**src/rtl/clk_ctrl_pkg.sv**
```systemverilog
// Shared types and constants for the two-phase non-overlapping clock sequencer.
package clk_ctrl_pkg;
  localparam int CNT_W_DEF  = 8;
  localparam int NCYC_W_DEF = 16;

  typedef enum logic [2:0] {IDLE, PH1, GAP1, PH2, GAP2} state_t;

  // A programmed length of zero still occupies one clock cycle.
  function automatic logic [31:0] clamp_len(input logic [31:0] len);
    return (len == 32'd0) ? 32'd1 : len;
  endfunction
endpackage

```
**src/rtl/phase_timer.sv**
```systemverilog
// Loadable down-counter timing each phase/gap; expire marks the last cycle of the interval.
module phase_timer #(
  parameter int CNT_W = 8
) (
  input  logic             clk,
  input  logic             rst,
  input  logic             load,
  input  logic [CNT_W-1:0] len,
  output logic             expire
);
  logic [CNT_W-1:0] cnt;

  // len arrives already clamped to at least 1, so len-1 never underflows.
  always_ff @(posedge clk or posedge rst) begin
    if (rst)
      cnt <= '0;
    else if (load)
      cnt <= len - CNT_W'(1);
    else if (cnt != '0)
      cnt <= cnt - CNT_W'(1);
  end

  assign expire = (cnt == '0);
endmodule

```
**src/rtl/two_phase_clk_ctrl.sv**
```systemverilog
// Two-phase non-overlapping enable sequencer: PH1 -> GAP1 -> PH2 -> GAP2 per period,
// with config latched at start, counted or continuous runs, and a graceful sticky stop.
module two_phase_clk_ctrl
  import clk_ctrl_pkg::*;
#(
  parameter int CNT_W  = CNT_W_DEF,
  parameter int NCYC_W = NCYC_W_DEF
) (
  input  logic              clk,
  input  logic              rst,
  input  logic              start,
  input  logic              stop,
  input  logic [CNT_W-1:0]  ph1_len,
  input  logic [CNT_W-1:0]  ph2_len,
  input  logic [CNT_W-1:0]  gap_len,
  input  logic [NCYC_W-1:0] n_cycles,
  output logic              ph1_en,
  output logic              ph2_en,
  output logic              busy,
  output logic              done,
  output logic [NCYC_W-1:0] cycle_cnt,
  output state_t            dbg_state
);
  state_t            state, nxt;
  logic [CNT_W-1:0]  cfg_ph1, cfg_ph2, cfg_gap;
  logic [NCYC_W-1:0] cfg_n, cnt_inc;
  logic              stop_lat, period_end, finish;
  logic              t_load, t_expire;
  logic [CNT_W-1:0]  t_len, t_len_c;

  always_comb begin
    nxt        = state;
    t_load     = 1'b0;
    t_len      = '0;
    period_end = 1'b0;
    case (state)
      IDLE: if (start) begin
        nxt    = PH1;
        t_load = 1'b1;
        t_len  = ph1_len;
      end
      PH1: if (t_expire) begin
        t_load = 1'b1;
        if (cfg_gap != '0) begin
          nxt   = GAP1;
          t_len = cfg_gap;
        end else begin
          nxt   = PH2;
          t_len = cfg_ph2;
        end
      end
      GAP1: if (t_expire) begin
        nxt    = PH2;
        t_load = 1'b1;
        t_len  = cfg_ph2;
      end
      PH2: if (t_expire) begin
        if (cfg_gap != '0) begin
          nxt    = GAP2;
          t_load = 1'b1;
          t_len  = cfg_gap;
        end else begin
          period_end = 1'b1;
        end
      end
      GAP2: if (t_expire) period_end = 1'b1;
      default: nxt = IDLE;
    endcase

    // A stop arriving on the period-end cycle itself still ends this period.
    cnt_inc = cycle_cnt + NCYC_W'(1);
    finish  = period_end &&
              (stop_lat || stop || (cfg_n != '0 && cnt_inc == cfg_n));
    if (period_end) begin
      if (finish) begin
        nxt = IDLE;
      end else begin
        nxt    = PH1;
        t_load = 1'b1;
        t_len  = cfg_ph1;
      end
    end
  end

  assign t_len_c = CNT_W'(clamp_len(32'(t_len)));

  phase_timer #(.CNT_W(CNT_W)) u_timer (
    .clk    (clk),
    .rst    (rst),
    .load   (t_load),
    .len    (t_len_c),
    .expire (t_expire)
  );

  always_ff @(posedge clk or posedge rst) begin
    if (rst) begin
      state     <= IDLE;
      cfg_ph1   <= '0;
      cfg_ph2   <= '0;
      cfg_gap   <= '0;
      cfg_n     <= '0;
      stop_lat  <= 1'b0;
      cycle_cnt <= '0;
      ph1_en    <= 1'b0;
      ph2_en    <= 1'b0;
      busy      <= 1'b0;
      done      <= 1'b0;
    end else begin
      state  <= nxt;
      ph1_en <= (nxt == PH1);
      ph2_en <= (nxt == PH2);
      busy   <= (nxt != IDLE);
      done   <= finish;
      if (state == IDLE) begin
        if (start) begin
          cfg_ph1   <= ph1_len;
          cfg_ph2   <= ph2_len;
          cfg_gap   <= gap_len;
          cfg_n     <= n_cycles;
          cycle_cnt <= '0;
          stop_lat  <= 1'b0;
        end
      end else begin
        if (period_end) cycle_cnt <= cnt_inc;
        if (finish)
          stop_lat <= 1'b0;
        else if (stop)
          stop_lat <= 1'b1;
      end
    end
  end

  assign dbg_state = state;
endmodule

```
**config.mk**
```make
export PLATFORM = sky130hd
export DESIGN_NAME = two_phase_clk_ctrl
export DESIGN_NICKNAME = d
export VERILOG_FILES = /design/src/rtl/clk_ctrl_pkg.sv /design/src/rtl/phase_timer.sv /design/src/rtl/two_phase_clk_ctrl.sv
export SDC_FILE = /design/constraint.sdc
export NUM_CORES = 1
export LEC_CHECK = 0
export CORE_MARGIN = 5
export CORE_UTILIZATION = 38
export CTS_CLUSTER_SIZE = 30
export DETAILED_ROUTE_END_ITERATION = 6
export PLACE_DENSITY_LB_ADDON = 0.05
export RECOVER_POWER = 50
export SETUP_SLACK_MARGIN = 0.5
export SLEW_MARGIN = 20
export SYNTH_ARGS = -nofsm -noshare
export SYNTH_HDL_FRONTEND = slang
export SYNTH_SLANG_ARGS = --single-unit
```
**constraint.sdc**
```tcl
create_clock -name clk -period 5.4 [get_ports clk]
set_clock_uncertainty 0.15 [all_clocks]
set_input_delay 0.54 -clock clk [delete_from_list [all_inputs] [get_ports clk]]
set_output_delay 0.54 -clock clk [all_outputs]
set_load 0.005 [all_outputs]
```
# ---- After elaboration in Yosys (flattened, before gate mapping)
# Cells that the tools add are included.
dict set report classes {
  addsub 3
  n_mul 0
  n_div 0
  n_lt_le_gt_ge 0
  n_eq_ne 8
  n_shift 0
  muxes 38
  bitwise 0
  n_reduce_logical 18
}
# cell n
set op_table {}
lappend op_table {{8-bit two-way mux} 11}
lappend op_table {{16-bit two-way mux} 3}
lappend op_table {{8-bit case mux with 4 select lines} 1}
lappend op_table {{3-bit two-way mux} 6}
lappend op_table {{16-bit by 1-bit adder with 16-bit output (second input constant)} 1}
lappend op_table {{16-bit == test} 1}
lappend op_table {{8-bit logical NOT} 2}
lappend op_table {{16-bit nonzero test} 1}
lappend op_table {{8-bit nonzero test} 2}
lappend op_table {{8-bit by 1-bit subtractor with 8-bit output (second input constant)} 2}
lappend op_table {{3-bit case mux with 5 select lines} 1}
lappend op_table {{1-bit two-way mux} 14}
lappend op_table {{3-bit by 2-bit == test with 1-bit output (second input constant)} 3}
lappend op_table {{3-bit by 1-bit == test with 1-bit output (second input constant)} 2}
lappend op_table {{2-bit AND reduction} 3}
lappend op_table {{3-bit nonzero test} 2}
lappend op_table {{2-bit nonzero test} 2}
lappend op_table {{3-bit == test (second input constant)} 1}
lappend op_table {{3-bit logical NOT} 1}
lappend op_table {{1-bit case mux with 3 select lines} 1}
lappend op_table {{1-bit logical AND} 2}
lappend op_table {{1-bit logical OR} 2}
lappend op_table {{2-bit != test (second input constant)} 1}
lappend op_table {{1-bit case mux with 2 select lines} 1}
lappend op_table {{2-bit OR reduction} 1}
dict set report word_totals {
  reg_bits 72
  latch_bits 0
  ramBits 0
  rom_bits 0
  in_bits 44
  out_inout_bits 23
  mem_count 0
}

# ---- Longest topological paths before layout
dict set report depth {
  word_depth 11
  mapped_depth 15
}

# ---- By module
# A second synthesis with hierarchy kept.
dict set report hier_totals {
  cells_unflattened 471
  area_unflattened_um2 4130.2
}
# module instances cells_each area_per_inst_um2 seq_area_each_um2
set modules_own_cells {}
lappend modules_own_cells {two_phase_clk_ctrl 1 418 3555.9 1601.5}
lappend modules_own_cells {phase_timer 1 53 574.3 200.2}

# ---- Least setup slack after synthesis
# No wires, ideal clock.
dict set report synth_path {
  path_type {register -> register}
  start {register cycle_cnt[0]}
  end {register u_timer.cnt[6]}
  arrival_time_ps 3498
  required_time_ps 5125
  setup_slack_ps 1627
  stages_incl_launch_ff 16
  path_cell_list {dfrtp_1 ha_1 and4_1 buf_2 nand3_1 a221o_1 a31oi_1 nor4_4 nand4b_1 and2_1 o32a_1 inv_1 ha_1 nand2_1 a211oi_1 mux2_2}
}
dict set report synth_via {
  elab_chain_cells 11
  word_cells_on_any_way 14
  classes_between {add/sub (2); eq/ne (1); mux (6); reduce/logical (5)}
}
# element line
set synth_lines {}
lappend synth_lines {{from (decl)} two_phase_clk_ctrl.sv:21} ;# output logic [NCYC_W-1:0] cycle_cnt,
lappend synth_lines {{from (signal assigned)} two_phase_clk_ctrl.sv:124} ;# if (period_end) cycle_cnt <= cnt_inc;
lappend synth_lines {{16-bit by 1-bit adder with 16-bit output (*)} two_phase_clk_ctrl.sv:71} ;# cnt_inc = cycle_cnt + NCYC_W'(1);
lappend synth_lines {{16-bit == test (*)} two_phase_clk_ctrl.sv:73} ;# (stop_lat || stop || (cfg_n != '0 && cnt_inc == cfg_n));
lappend synth_lines {{1-bit logical AND (*)} two_phase_clk_ctrl.sv:73}
lappend synth_lines {{1-bit logical OR (*)} two_phase_clk_ctrl.sv:73}
lappend synth_lines {{1-bit logical AND (*)} two_phase_clk_ctrl.sv:72} ;# finish = period_end &&
lappend synth_lines {{8-bit two-way mux} two_phase_clk_ctrl.sv:75} ;# if (finish) begin
lappend synth_lines {{8-bit two-way mux} two_phase_clk_ctrl.sv:74} ;# if (period_end) begin
lappend synth_lines {{8-bit logical NOT} clk_ctrl_pkg.sv:10} ;# return (len == 32'd0) ? 32'd1 : len;
lappend synth_lines {{8-bit two-way mux} clk_ctrl_pkg.sv:10}
lappend synth_lines {{8-bit by 1-bit subtractor with 8-bit output} phase_timer.sv:18} ;# cnt <= len - CNT_W'(1);
lappend synth_lines {{8-bit two-way mux} phase_timer.sv:17} ;# else if (load)
lappend synth_lines {{to (signal assigned)} phase_timer.sv:18}
lappend synth_lines {{to (signal assigned)} phase_timer.sv:20} ;# cnt <= cnt - CNT_W'(1);
lappend synth_lines {{to (decl)} phase_timer.sv:11} ;# logic [CNT_W-1:0] cnt;
# Every way passes the cells marked *; elsewhere a longest branch is shown, timed or not.
# A chain may end at the register's enable or synchronous reset.

# ---- Worst setup path in the final report
# Same ends and word-level chain as after synthesis.

==> impl_metrics.tcl <==
set metrics [dict create \
    grt_pass1_vias 3690 \
    fin_crit_sh_pct 76.0 \
    grt_usage_pct 18.3 \
    die_x_um 116 \
    dr.pass1.iters 5 \
    crit_type "reg -> reg" \
    drive_gt1_share_pct 7.09 \
    area_growth_pct 24.2 \
    syn_inst 507 \
    rows 38 \
    worst_setup_path_start_kind "flop" \
    diodes 0 \
    viasPerCell 5.40 \
    synthFlopType "dfrtp_1" \
    drc 0 \
    rsz0062_at_grt "no" \
    hold_ws_ns 0.336 \
    h-tree-depth 3 \
    min_from "cfg_ph2[7]" \
    core-area_um2 10900 \
    numClockSinks 72 \
    hold_class "reg -> reg" \
    power_density_nw_per_um2 538 \
    gr-usage-met3_pct 3.42 \
    leakage_nw 2.32 \
    use_met2_pct 25.2 \
    final_common_cell "nand2_1" \
    insertion_delay_ns 0.34 \
    hold_violations 0 \
    ys_ff_latch 72 \
    syn_area_um2 4290 \
    synth_top_area_share_pct 42.0 \
    port_buffers 66 \
    finalSetupTns_ns 0 \
    syn_area_per_cell_um2 8.47 \
    gp_congestion 0.887 \
    grt_pass1_wl_um 19500 \
    pin_count 67 \
    grt_busiest_layer "met1" \
    antenna_left 0 \
    initialDrtViolationCount 263 \
    wire_per_inst_um 16.8 \
    via_count 3805 \
    end_kind "flop" \
    clock_path_buffers 2 \
    grt_util_met1_pct 29.0 \
    relSlewSlack_pct -51.2 \
    postCtsSetupBuffers 0 \
    r2r_start "cycle_cnt[0]" \
    grt-ovfl-total 0 \
    ys_seq_area_share_pct 42.0 \
    dpl-instance-area_um2 5000 \
    r2r-end "u_timer.cnt[6]" \
    die-height_um 116 \
    cts_tree "done" \
    drt_wl_total_um 11900 \
    ys_types 73 \
    regToRegSetupSlack_ns 1.30 \
    antenna_found_initial 0 \
    setup_viol 0 \
    post-route-min-period_ns 4.10 \
    synth.area.top_cells "dfrtp_1 (42%), nand2_1 (13%), o21ai_0 (4.0%), xnor2_1 (3.3%), xor2_1 (2.4%)" \
    status "finished, violations left" \
    worst_pin_slew_ns 2.27 \
    pre_cts_ws_ns 1.35 \
    crit_fanout 8 \
    holdPathEnd "cfg_ph2[7]" \
    synth_top_cell_by_area "dfrtp_1" \
    grt_max_degree 48 \
    fin_nets 605 \
    fin_area_um2 5330 \
    layout_common_cells "nand2_1 (146), dfrtp_1 (72), clkdlybuf4s50_1 (54)" \
    initial_core_util_pct 39.3 \
    die-area_um2 13500 \
    max_cap_viol_count 1 \
    whs_path_depth 2 \
    numCtsBuffers 9 \
    cts_resized 0 \
    yosysWarnings 0 \
    synth_edf_count 0 \
    reg2reg_depth 14 \
    synthesis.nets 553 \
    drv_slew 41 \
    synth_async_sr_flop_share_pct 100 \
    clk_pin_slew_ns 0.06 \
    clock_tree.root_cell "clkbuf_16" \
    fmax_ghz 0.244 \
    setup_ws_ns 1.30 \
    crit_arrival_ns 4.17 \
    max-vdd-ir-drop_v 0.000198 \
    dp_hpwl_um 8730 \
    violations "capacitance limit, slew limit" \
    totalPowerFinal_mw 2.87 \
    crit_required_ns 5.47 \
    cts_hold_buf 0 \
]
==> synthesized netlist by cell type, types with 3 or more instances <==
cell type	n
nand2_1	146
dfrtp_1	72
o21ai_0	34
nor2_1	26
xnor2_1	16
nand3_1	14
nor4_1	14
a21oi_1	13
clkbuf_1	13
xor2_1	12
a22oi_1	10
inv_1	7
nand4_1	7
nor3_1	7
and2_1	5
and3_1	5
buf_2	5
a211oi_1	4
buf_1	4
buf_4	4
buf_6	4
nand2b_1	4
or3_1	4
a221oi_1	3
a31oi_1	3
and4b_1	3
mux2i_1	3
nor2b_1	3
o31ai_1	3
==> worst max path at each step <==
stage,start,end,cells past startpoint
after CTS,cycle_cnt[0],u_timer.cnt[6],14
after floorplan,cycle_cnt[0],u_timer.cnt[6],15
final,cycle_cnt[0],u_timer.cnt[6],14
after global routing,rst,cfg_ph2[2],3
after detailed placement,cycle_cnt[0],u_timer.cnt[6],14
after global placement,cycle_cnt[0],u_timer.cnt[6],14
==> area by class of cell <==
cell class	count	area, µm²
sequential	72	1800
timing repair buffer	72	702
fill	1079	5600
multi-input combinational	397	2300
inverter	7	26.3
clock buffer	10	239
tap	140	175
clock inverter	6	91.3
==> worst max-delay path, cell delays in order, from the launching register on <==
cell and delay, ns:
dfrtp_1 0.47, ha_1 0.31, and4_1 0.38, nand3_1 0.18
a221o_1 0.38, a31oi_1 0.32, nor4_4 0.11, nand4b_1 0.25
and2_1 0.20, o32a_1 0.36, inv_1 0.07, ha_1 0.17
nand2_1 0.08, a211oi_1 0.20, mux2_2 0.36
==> stage by stage <==
step	cells	utilization, %
3_3_place_gp	688	45.8
4_1_cts	704	48.8
6_report	704	48.8
3_5_place_dp	688	45.8
5_1_grt	704	48.8
2_1_floorplan	507	-
==> state kept, by name, indices dropped and copies added, names as in the netlist, 3 cells and up <==
register,count
cfg_gap,8
cfg_n,16
cfg_ph1,8
cfg_ph2,8
cycle_cnt,16
dbg_state,3
u_timer.cnt,8
==> power breakdown <==
group          internal [mW]  total, mW  switching [mW]
Sequential             0.768       1.09           0.325
Combinational          0.537       1.11           0.572
Clock                  0.420      0.664           0.245
==> logic make-up (layout without fill, tap and decap cells) <==
group           after synthesis  in the layout  synth area share [%]
compound gates              103            103                  16.6
xor+xnor                     28             28                  5.71
fa+ha+maj                     2              2                 0.583
buf+inv                      38             95                  4.55
flops                        72             72                  42.0
mux                           4              4                 0.962
simple gates                260            260                  29.6
==> layer usage <==
layer  vias up  wire (µm)
li1       1889          -
met1      1792       6230
met2       114       4860
met3        10        630
met4         0        129
met5         -          0
No activity file was read; power rests on OpenSTA's default activity.
